$ cat config.mk
export PLATFORM = sky130hd
export DESIGN_NAME = move_queue
export DESIGN_NICKNAME = d
export VERILOG_FILES = /design/src/rtl/move_queue.sv
export SDC_FILE = /design/constraint.sdc
export NUM_CORES = 1
export LEC_CHECK = 0
export BUFFER_PORTS_ARGS = -buffer_cell sky130_fd_sc_hd__clkbuf_2
export CAP_MARGIN = 25
export CORE_MARGIN = 1.5
export CORE_UTILIZATION = 64
export CTS_BUF_LIST = sky130_fd_sc_hd__clkbuf_4
export CTS_CLUSTER_DIAMETER = 120
export DETAILED_ROUTE_END_ITERATION = 10
export GPL_ROUTABILITY_DRIVEN = 0
export PLACE_DENSITY = 0.81
export SYNTH_ARGS = -nofsm -noshare
export SYNTH_HDL_FRONTEND = slang
export SYNTH_SLANG_ARGS = --single-unit
$ cat constraint.sdc
create_clock -name clock -period 8 [get_ports clock]
set_input_delay 2.4 -clock clock [delete_from_list [all_inputs] [get_ports clock]]
set_output_delay 2.4 -clock clock [all_outputs]
set_load 0.03 [all_outputs]
$ cat src/rtl/move_queue.sv
// Circular FIFO of maze move codes between the path generator and the maze walker.
// Optional high-water-mark output enabled by defining MOVE_QUEUE_HWM_EN.
module move_queue #(
    parameter int unsigned DATA_W = 2,
    parameter int unsigned DEPTH  = 256,
    localparam int unsigned ADDR_W = $clog2(DEPTH)
) (
    input  logic              clock,
    input  logic              reset,
    input  logic              init,
    input  logic              enq,
    input  logic [DATA_W-1:0] enq_data,
    input  logic              deq,
    output logic [DATA_W-1:0] deq_data,
    output logic              deq_valid,
    output logic              full,
    output logic              empty,
    output logic [ADDR_W:0]   count,
    output logic              overflow,
    output logic              underflow
`ifdef MOVE_QUEUE_HWM_EN
    ,
    output logic [ADDR_W:0]   hwm
`endif
);

    localparam logic [ADDR_W:0]   FULL_CNT = (ADDR_W+1)'(DEPTH);
    localparam logic [ADDR_W-1:0] LAST_PTR = ADDR_W'(DEPTH - 1);

    logic [DATA_W-1:0] mem [DEPTH];
    logic [ADDR_W-1:0] wr_ptr;
    logic [ADDR_W-1:0] rd_ptr;
    logic [ADDR_W:0]   count_nxt;
    logic              deq_acc;
    logic              enq_acc;
    logic              clr;

    assign clr     = reset || init;
    assign full    = (count == FULL_CNT);
    assign empty   = (count == '0);
    assign deq_acc = deq && !empty;
    assign enq_acc = enq && (!full || deq_acc);

    // Occupancy after this edge; shared by the count register and the high-water mark.
    always_comb begin
        count_nxt = count;
        if (enq_acc && !deq_acc) begin
            count_nxt = count + (ADDR_W+1)'(1);
        end else if (deq_acc && !enq_acc) begin
            count_nxt = count - (ADDR_W+1)'(1);
        end
    end

    // Storage is never cleared; its contents before the first write are don't-care.
    always_ff @(posedge clock) begin
        if (enq_acc && !clr) begin
            mem[wr_ptr] <= enq_data;
        end
    end

    always_ff @(posedge clock) begin
        if (clr) begin
            wr_ptr    <= '0;
            rd_ptr    <= '0;
            count     <= '0;
            deq_data  <= '0;
            deq_valid <= 1'b0;
            overflow  <= 1'b0;
            underflow <= 1'b0;
        end else begin
            count     <= count_nxt;
            deq_valid <= deq_acc;
            if (enq_acc) begin
                wr_ptr <= (wr_ptr == LAST_PTR) ? '0 : wr_ptr + ADDR_W'(1);
            end
            if (deq_acc) begin
                deq_data <= mem[rd_ptr];
                rd_ptr   <= (rd_ptr == LAST_PTR) ? '0 : rd_ptr + ADDR_W'(1);
            end
            if (enq && !enq_acc) begin
                overflow <= 1'b1;
            end
            if (deq && !deq_acc) begin
                underflow <= 1'b1;
            end
        end
    end

`ifdef MOVE_QUEUE_HWM_EN
    always_ff @(posedge clock) begin
        if (clr) begin
            hwm <= '0;
        end else if (count_nxt > hwm) begin
            hwm <= count_nxt;
        end
    end
`endif

endmodule
==> results.txt, run 1 <==
Outcome: finished, final reports clean
Root Driver: clkbuf_4
Yosys warnings: 0
GRT Residual Overflow: 0
CP Capture Type: register
Crit-path cells: clkbuf_2 > o21ai_1 > inv_2 > ha_1 > inv_1 > ha_1 > a21o_1 > a21oi_1 > o21bai_1 > a2111oi_0 > nor4_1 > o211ai_1 > o31ai_1
# DRC: 0
Crit-path leading delay family: compound AO/OA/AOI/OAI gates
Total Power: 6.37 mW
CORE AREA: 34,500 um2
Slew @ Worst Pin: 1.10 ns
Most used cell, CP: ha_1
Fin. Hold Viols: 0
Cell Area, Placed: 23,000 um2
Wirelength per Cell: 25.0 um
Area grow syn2layout: 10.3%
Net Count, Synth: 1,410
Fin. max-slew vios: 0
Part of the cycle the worst path needs: 58.3%
Worst stage delay on the critical path: 0.61 ns
Min Clock Period, post-route: 4.66 ns
Most common cell in the netlist: edfxtp_1
Setup TNS: 0 ns
Clk_skew: 0.0594 ns
Synth Instances: 1,389
Max H-tree Level: 4
Area share of the largest cell type after synthesis: 68.6%
Power per cell area: 257 nW/um2
CP startpoint kind: input port
Initial antenna violation count: 1
Clock transition at path regs: 0.06 ns
Slew HR: 26.4%
Mean Syn Cell Area: 16.1 um2
Flops & latches, synth: 542
Post-CTS setup buffers: 0
Pre-CTS setup slack: 2.58 ns
Final HPWL DP: 29,500 um
Top cells by count, synth: 512 x edfxtp_1, 298 x nor2_1, 112 x mux4_2
I/O pins: 23
Clk sinks: 542
TritonCTS clock tree: done
Ys async rst share: 0%
Routed Antenna Nets: 0
Distinct cells, synth: 56
Pre-antenna DRT Iters: 6
Clock Latency Late Sink: 0.82 ns
Max-cap violations: 0
Rows: 68
RSZ-0062 raised after global routing: false
Post-synth EDFFs: 512
Max Clk Rate: 215 MHz
Share of cells above drive strength 1: 23.6%
First-pass GRT wire length: 77,000 um
Hold Crit Class: reg -> reg
Worst endpoint required time: 8.68 ns
Starting Density: 64.9%
Synth area leader: edfxtp_1
Total GRT Usage: 29.1%
Vias in the first global route: 13,726
Most used DFF post-synth: edfxtp_1
CTS resizes: 0
Design area: 24,700 um2
Post-synthesis sequential area ratio: 71.2%
Worst setup margin: 3.34 ns
CP Class: in -> reg
Max clock buf depth: 3
Starting DRT DRC Count: 1,559
TritonCTS Buffers: 136
Layout Nets: 1,506
Vias: 13,239
PortBufs: 22
CP max FO: 9
CP arrival: 5.34 ns
Largest net degree at the start of global routing: 163
DIE HEIGHT: 190 um
# setup viols final: 0
Final wirelength: 50,800 um
VDD IR max: 274 uV
Util after Layout: 71.6%
Cts hold-fix bufs: 0
Leak: 7.62 nW
Die area: 36,200 um2
CP max-delay cell: a2111oi_0
WP buf/inv: 3
Vias/cell: 6.52
Die X: 190 um
Top post-synthesis cells by area: edfxtp_1 69%, mux4_2 11%, nor2_1 5.0%
Syn Std Cell Area: 22,400 um2
[report_power, final]
group,internal (mW),leakage [nW],total [mW],switching [mW]
clock network,1.19,0.982,2.25,1.06
logic,0.412,1.79,0.953,0.541
registers,3.13,4.85,3.16,0.0350
[area by class of cell]
| type | instances | area (um2) |
|---|---|---|
| Antenna cell | 1 | 2.50 |
| Clock buffer | 191 | 1430 |
| Clock inverter | 36 | 219 |
| Fill cell | 2173 | 9810 |
| Inverter | 10 | 37.5 |
| Multi-Input combinational cell | 746 | 5990 |
| Sequential cell | 542 | 16000 |
| Tap cell | 455 | 569 |
| Timing Repair Buffer | 49 | 493 |
[registers in the layout, summed over array words and instances, names as in the netlist]
name	count
count	9
deq_data	2
deq_valid	1
mem	512
overflow	1
rd_ptr	8
underflow	1
wr_ptr	8
[tightest hold or removal path, cell delays in order (launching register included)]
cell and delay, ns:
dfxtp_1 0.33, a31oi_1 0.05, nor2_1 0.07
[through the flow]
step | hold WS [ns] | instances
after floorplan | 0.482 | 1389
after global placement | 0.451 | 1793
after detailed placement | 0.489 | 1798
after CTS | 0.505 | 2025
after global routing | 0.523 | 2030
final | 0.493 | 2030
[worst paths after layout]
| path | startpoint | endpoint | slack (ns) | cells after the start |
|---|---|---|---|---|
| min | overflow | overflow | 0.49 | 2 |
| min reg2reg | overflow | overflow | 0.49 | 2 |
| max | deq | count[8] | 3.34 | 13 |
| max reg2reg | count[0] | count[8] | 3.88 | 14 |
[metal layers]
metal	global-route usage [%]	wire, um
met1	38.0	18200
met2	46.3	25100
met3	6.97	5480
met4	14.6	1980
met5	0	0
[cell usage in the layout (no fill, tap or decap), drive strengths merged, types with 17 or more instances in the layout]
cell      n
nor2    298
mux4    112
nand3    33
clkinv   29
nand2    50
edfxtp  512
clkbuf  211
dfxtp    30
buf      29
a211oi   17
mux2i    50
a21oi    20
a22oi    21
[cell families (layout without fill, tap and decap cells)]
kind of cell    Yosys count  in the layout  share of synthesized area, %
compound gates          110            110                          3.39
other cells               0              1                             0
flops                   542            542                          71.3
simple gates            442            442                          8.28
xor+xnor                 16             16                         0.625
buf+inv                 101            286                          2.06
fa+ha+maj                14             14                         0.815
mux                     164            164                          13.6
Note: power is estimated with default switching activity, not from simulation.
==> run 2: changes to the inputs <==
clock period = 4.6 ns   (was 8 ns; I/O delays follow)
==> run 2 against run 1 <==
Core utilization rose by 0.13 points. Critical path depth rose by 1. Sequential share of layout area shrank 0.12 points. Power is 76% higher. First-iteration DRC count increased by 6.5%. Sequential cell count unchanged. Count of clock-buffer cells in the layout rose by 5. Final area rose by 0.19%. Routed wire length fell by 2.1%. Largest power group unchanged.
==> results.txt, run 2 (synthesized netlist as in run 1, its figures left out) <==
Outcome: finished, final reports clean
Share of cells above drive strength 1: 24.5% (+0.94 points)
First-pass GRT wire length: 75,500 um (-1.9%)
Clk_skew: 0.0496 ns (-0.00974 ns)
Switch share: 25.4% (-0.32 points)
Pre-antenna DRT Iters: 6 (unchanged)
CP startpoint kind: register
Comb pwr share: 14.6% (-0.4 points)
Max-cap violations: 0 (unchanged)
Min Clock Period, post-route: 3.93 ns
CTS resizes: 0 (unchanged)
VDD IR max: 491 uV (+79%)
Final hold slack: 0.469 ns (-0.0237 ns)
CORE AREA: 34,500 um2 (unchanged)
Setup TNS: 0 ns (unchanged)
PortBufs: 22 (unchanged)
Reg-to-reg startpoint: count[0]
Cts hold-fix bufs: 0 (unchanged)
Hold Crit Class: reg -> reg
Vias/cell: 6.43 (-1.5%)
Clock share of power: 35.7% (+0.4 points)
CP Class: reg -> reg
Worst Setup SP: count[0]
DIE HEIGHT: 190 um (unchanged)
Vias: 13,104 (-1.0%)
Initial antenna violation count: 1 (unchanged)
Fin. max-slew vios: 0 (unchanged)
Max clock buf depth: 3 (unchanged)
Vias in the first global route: 13,380 (-2.5%)
Area grow syn2layout: 10.5%
# setup viols final: 0 (unchanged)
Power per cell area: 451 nW/um2 (+75%)
Starting DRT DRC Count: 1,661 (+6.5%)
RSZ-0062 raised after global routing: false
Final HPWL DP: 29,700 um (+0.90%)
Total GRT Usage: 28.6% (-0.51 points)
Clock Latency Late Sink: 0.83 ns (about the same)
Starting Density: 64.9% (unchanged)
Max H-tree Level: 4 (unchanged)
Root Driver: clkbuf_4
# DRC: 0 (unchanged)
Most frequent cells in the layout: 512 x edfxtp_1, 297 x nor2_1, 196 x clkbuf_4, 112 x mux4_2
Fill cells: 2,138 (-1.6%)
CP max FO: 9 (unchanged)
Slew HR: 27.6% (+1.3 points)
TritonCTS Buffers: 133 (-2.2%)
Largest net degree at the start of global routing: 133 (-18%)
Final wirelength: 49,700 um (-2.1%)
CP Capture Type: register
Part of the cycle the worst path needs: 85.4%
Top flop regs: mem: 512 flops, count: 9 flops
Commonest non-fill, non-tap cell in the layout: edfxtp_1
Leak: 7.68 nW (+0.80%)
Max Clk Rate: 254 MHz
Design area: 24,800 um2 (+0.19%)
CP arrival: 4.60 ns (-0.74 ns)
P_sw: 2.84 mW (+73%)
Most flop-heavy register: mem
Max reg flops: 512 (unchanged)
Cell Area, Placed: 23,000 um2 (+0.28%)
Slew @ Worst Pin: 1.08 ns (-0.0169 ns)
Fin. Hold Viols: 0 (unchanged)
Flop pwr share: 49.7% (about the same)
Die area: 36,200 um2 (unchanged)
Routed Antenna Nets: 0 (unchanged)
Die X: 190 um (unchanged)
Min-delay src: underflow
GRT Residual Overflow: 0 (unchanged)
Rows: 68 (unchanged)
Wirelength per Cell: 24.4 um (-2.5%)
Clk sinks: 542 (unchanged)
Clock transition at path regs: 0.07 ns (about the same)
TritonCTS clock tree: done
Layout Nets: 1,513 (+0.46%)
Worst endpoint required time: 5.27 ns (-3.41 ns)
Post-CTS setup buffers: 0 (unchanged)
Internal: 8.34 mW (+76%)
I/O pins: 23 (unchanged)
-- run 2: worst paths after layout --
kind	to	slack, ns	depth (start not counted)
max	count[8]	0.67	14
min	underflow	0.47	2
max reg2reg	count[8]	0.67	14
min reg2reg	underflow	0.47	2
-- run 2: layout make-up --
| cell class | instances | area, um2 | share of cell area, % |
|---|---|---|---|
| diodes | 1 | 2.50 | 0.0101 |
| clock buffers | 196 | 1470 | 5.94 |
| clock inverters | 30 | 219 | 0.884 |
| inverters | 10 | 37.5 | 0.151 |
| multi-input cells | 746 | 5990 | 24.2 |
| flip-flops and latches | 542 | 16000 | 64.5 |
| well taps | 455 | 569 | 2.30 |
| repair buffers | 59 | 504 | 2.03 |
-- run 2: power by group through the flow --
stage | clock [mW] | sequential [mW] | combinational (mW)
finish | 3.99 | 5.56 | 1.64
global route | 4.29 | 5.57 | 1.77
CTS | 4.06 | 5.56 | 1.64
detailed placement | 0 | 5.66 | 1.63
global placement | 0 | 5.66 | 1.60
floorplan | 0 | 5.67 | 1.22
-- run 2: critical path, cell delays in order (launching register included) --
cell and delay [ns]:
dfxtp_1 0.37, nor4_1 0.58, nand3_1 0.20, o21ai_1 0.23, inv_2 0.11, ha_1 0.21, inv_1 0.25, ha_1 0.34
a21o_1 0.20, a21oi_1 0.22, o21bai_1 0.11, a2111oi_0 0.58, nor4_1 0.13, o211ai_1 0.20, o31ai_1 0.09
-- run 2: stage by stage --
stage	total power, mW	setup WS, ns	cells	utilization (%)
CTS	11.3	0.690	2035	71.6
global placement	7.26	0.471	1806	66.5
detailed placement	7.29	0.370	1809	66.7
global route	11.6	0.226	2039	71.7
finish	11.2	0.669	2039	71.7
floorplan	6.89	0.558	1389	-
-- run 2: per-layer routing --
metal  GRT usage (%)  wire length (um)
met1            37.7             18600
met2            46.0             24900
met3            6.62              4650
met4            12.7              1530
met5               0                 0
==> run 3: changes to the inputs <==
CELL_PAD_IN_SITES_DETAIL_PLACEMENT = 1   (was not set)
CELL_PAD_IN_SITES_GLOBAL_PLACEMENT = 1   (was not set)
CORE_UTILIZATION = 56   (was 64)
PLACE_DENSITY = 0.86   (was 0.81)
clock period = 4 ns   (was 4.6 ns; I/O delays follow)
==> run 3 against run 2 <==
The flow now finishes with violations (setup timing). Worst setup slack got worse by 0.68 ns. Clock skew increased by 0.021 ns. First-iteration DRC count grew 6.6%. Power increased by 20%. Critical path type unchanged.
==> results.txt, run 3 (synthesized netlist as in run 1, its figures left out) <==
Outcome: finished with violations
Failing checks: setup timing
Internal: 9.61 mW (+15%)
Vias in the first global route: 15,338 (+15%)
Top flop regs: mem: 512 flops, count: 9 flops
PortBufs: 22 (unchanged)
Met3 Wirelength: 7190 um (+55%)
Area grow syn2layout: 12.0%
Max H-tree Level: 4 (unchanged)
CP Capture Type: register
I/O pins: 23 (unchanged)
Rows: 73 (+7.4%)
Clock transition at path regs: 0.07 ns (about the same)
Comb pwr share: 16.7% (+2.1 points)
Wirelength per Cell: 31.9 um (+31%)
Starting Density: 56.6% (-8.3 points)
Share of cells above drive strength 1: 25.5% (+0.94 points)
Flop pwr share: 47.7% (-2.0 points)
GRT Residual Overflow: 0 (unchanged)
DIE HEIGHT: 203 um (+6.8%)
Slew HR: 32.4% (+4.7 points)
DRT met1 WL: 23,200 um (+25%)
Max Clk Rate: 249 MHz (-2.0%)
Final wirelength: 68,100 um (+37%)
Max reg flops: 512 (unchanged)
CP max FO: 4 (-5)
Most used cell, CP: ha_1
Routed Antenna Nets: 0 (unchanged)
Initial antenna violation count: 2 (+1)
Most flop-heavy register: mem
Final HPWL DP: 38,500 um (+29%)
Total GRT Usage: 32.8% (+4.2 points)
Worst stage delay on the critical path: 0.50 ns (-0.08 ns)
Max-cap violations: 0 (unchanged)
Switch share: 28.6% (+3.2 points)
CP Class: reg -> reg
Most frequent cells in the layout: 512 x edfxtp_1, 298 x nor2_1, 200 x clkbuf_4, 112 x mux4_2
Vias: 14,108 (+7.7%)
P_sw: 3.84 mW (+35%)
Commonest non-fill, non-tap cell in the layout: edfxtp_1
Part of the cycle the worst path needs: 100% (+15 points)
Power per cell area: 535 nW/um2 (+19%)
Min Clock Period, post-route: 4.01 ns (+0.0804 ns)
Die X: 203 um (+6.8%)
First-pass GRT wire length: 97,600 um (+29%)
Hold Crit Class: reg -> reg
Starting DRT DRC Count: 1,771 (+6.6%)
Clock Latency Late Sink: 0.85 ns (+0.02 ns)
CP arrival: 4.68 ns (+0.08 ns)
Pre-CTS setup slack: -0.380 ns (-0.750 ns)
Layout Nets: 1,537 (+1.6%)
Leak: 7.79 nW (+1.5%)
Die area: 41,200 um2 (+14%)
Fin. max-slew vios: 0 (unchanged)
Fin. Hold Viols: 0 (unchanged)
Total Power: 13.4 mW (+20%)
Largest net degree at the start of global routing: 101 (-24%)
Final hold slack: 0.588 ns (+0.118 ns)
# setup viols final: 1 (+1)
Clock share of power: 35.6% (about the same)
Root Driver: clkbuf_4
Worst setup margin: -0.0109 ns (-0.680 ns)
Slew @ Worst Pin: 1.01 ns (-0.0683 ns)
DR WL met2: 34,000 um (+37%)
Crit-path cells: nor4_2 > buf_4 > nand3_1 > o21ai_2 > inv_2 > ha_1 > inv_1 > ha_1 > a21o_1 > a21oi_2 > o21bai_1 > a2111oi_2 > nor4_1 > o211ai_1 > o31ai_1
# DRC: 0 (unchanged)
Pre-antenna DRT Iters: 6 (unchanged)
CP max-delay cell: a2111oi_2
CP startpoint kind: register
VDD IR max: 329 uV (-33%)
Vias/cell: 6.60 (+2.7%)
Top Metal Used: met5
Max clock buf depth: 3 (unchanged)
Clk_skew: 0.0711 ns (+0.0214 ns)
Worst endpoint required time: 4.67 ns (-0.60 ns)
Clk sinks: 542 (unchanged)
TritonCTS clock tree: done
TritonCTS Buffers: 140 (+5.3%)
CORE AREA: 39,600 um2 (+15%)
-- run 3: cell count changes in the layout (fill, tap and decap cells not counted), moves of 4 or more --
cell      previous run  this run
clkinv_1            19        29
buf_12               3         7
inv_2                7         3
buf_4               28        41
clkbuf_4           196       200
-- run 3: metrics by stage --
stage,utilization [%],std cells,cell area [um2],TNS (ns)
finish,63.4,2137,25100,-0.0109
global route,63.4,2137,25100,-0.194
CTS,63.1,2132,25000,0
detailed placement,58.8,1895,23300,-0.380
global placement,58.6,1893,23200,0
floorplan,-,1389,22400,0
-- run 3: metal layers --
layer / track usage, % / vias to the layer above
met5: 0 / -
met2: 54.5 / 995
met4: 18.1 / 2
li1: - / 5678
met1: 39.7 / 7148
met3: 8.04 / 285
-- run 3: repair_timing --
item | 4_1_cts | 5_1_grt
buffers inserted | 0 | 0
endpoints found under the setup margin | 1 | 1
resized for setup | 4 | 3
hold buffers | 0 | 0
-- run 3: area by class of cell --
class                      instances  area, um2
clock buffer                     200       1500
inverter                          10       37.5
sequential                       542      16000
antenna                            1       2.50
fill                            3585      14500
clock inverter                    37        199
timing repair buffer              76        711
tap                              525        657
multi-input combinational        746       6020
-- run 3: worst paths after layout --
kind	start	endpoint	slack, ns	depth (start not counted)
worst min register to register	overflow	overflow	0.59	2
worst max-delay path	count[7]	count[8]	-0.01	15
worst min-delay path	overflow	overflow	0.59	2
worst max register to register	count[7]	count[8]	-0.01	15
-- run 3: critical path: cells and delay by family, from the launching register on --
family          cells  cell delay [ns]
buf+inv             3             0.45
compound gates      7             1.78
simple gates        3             0.68
flops               1             0.39
fa+ha+maj           2             0.54
-- run 3: power by group through the flow --
stage / combinational [mW] / clock, mW / sequential (mW)
floorplan: 1.40 / 0 / 6.52
global placement: 1.91 / 0 / 6.51
detailed placement: 2.06 / 0 / 6.52
CTS: 2.15 / 4.78 / 6.41
global route: 2.35 / 5.07 / 6.43
finish: 2.24 / 4.79 / 6.42
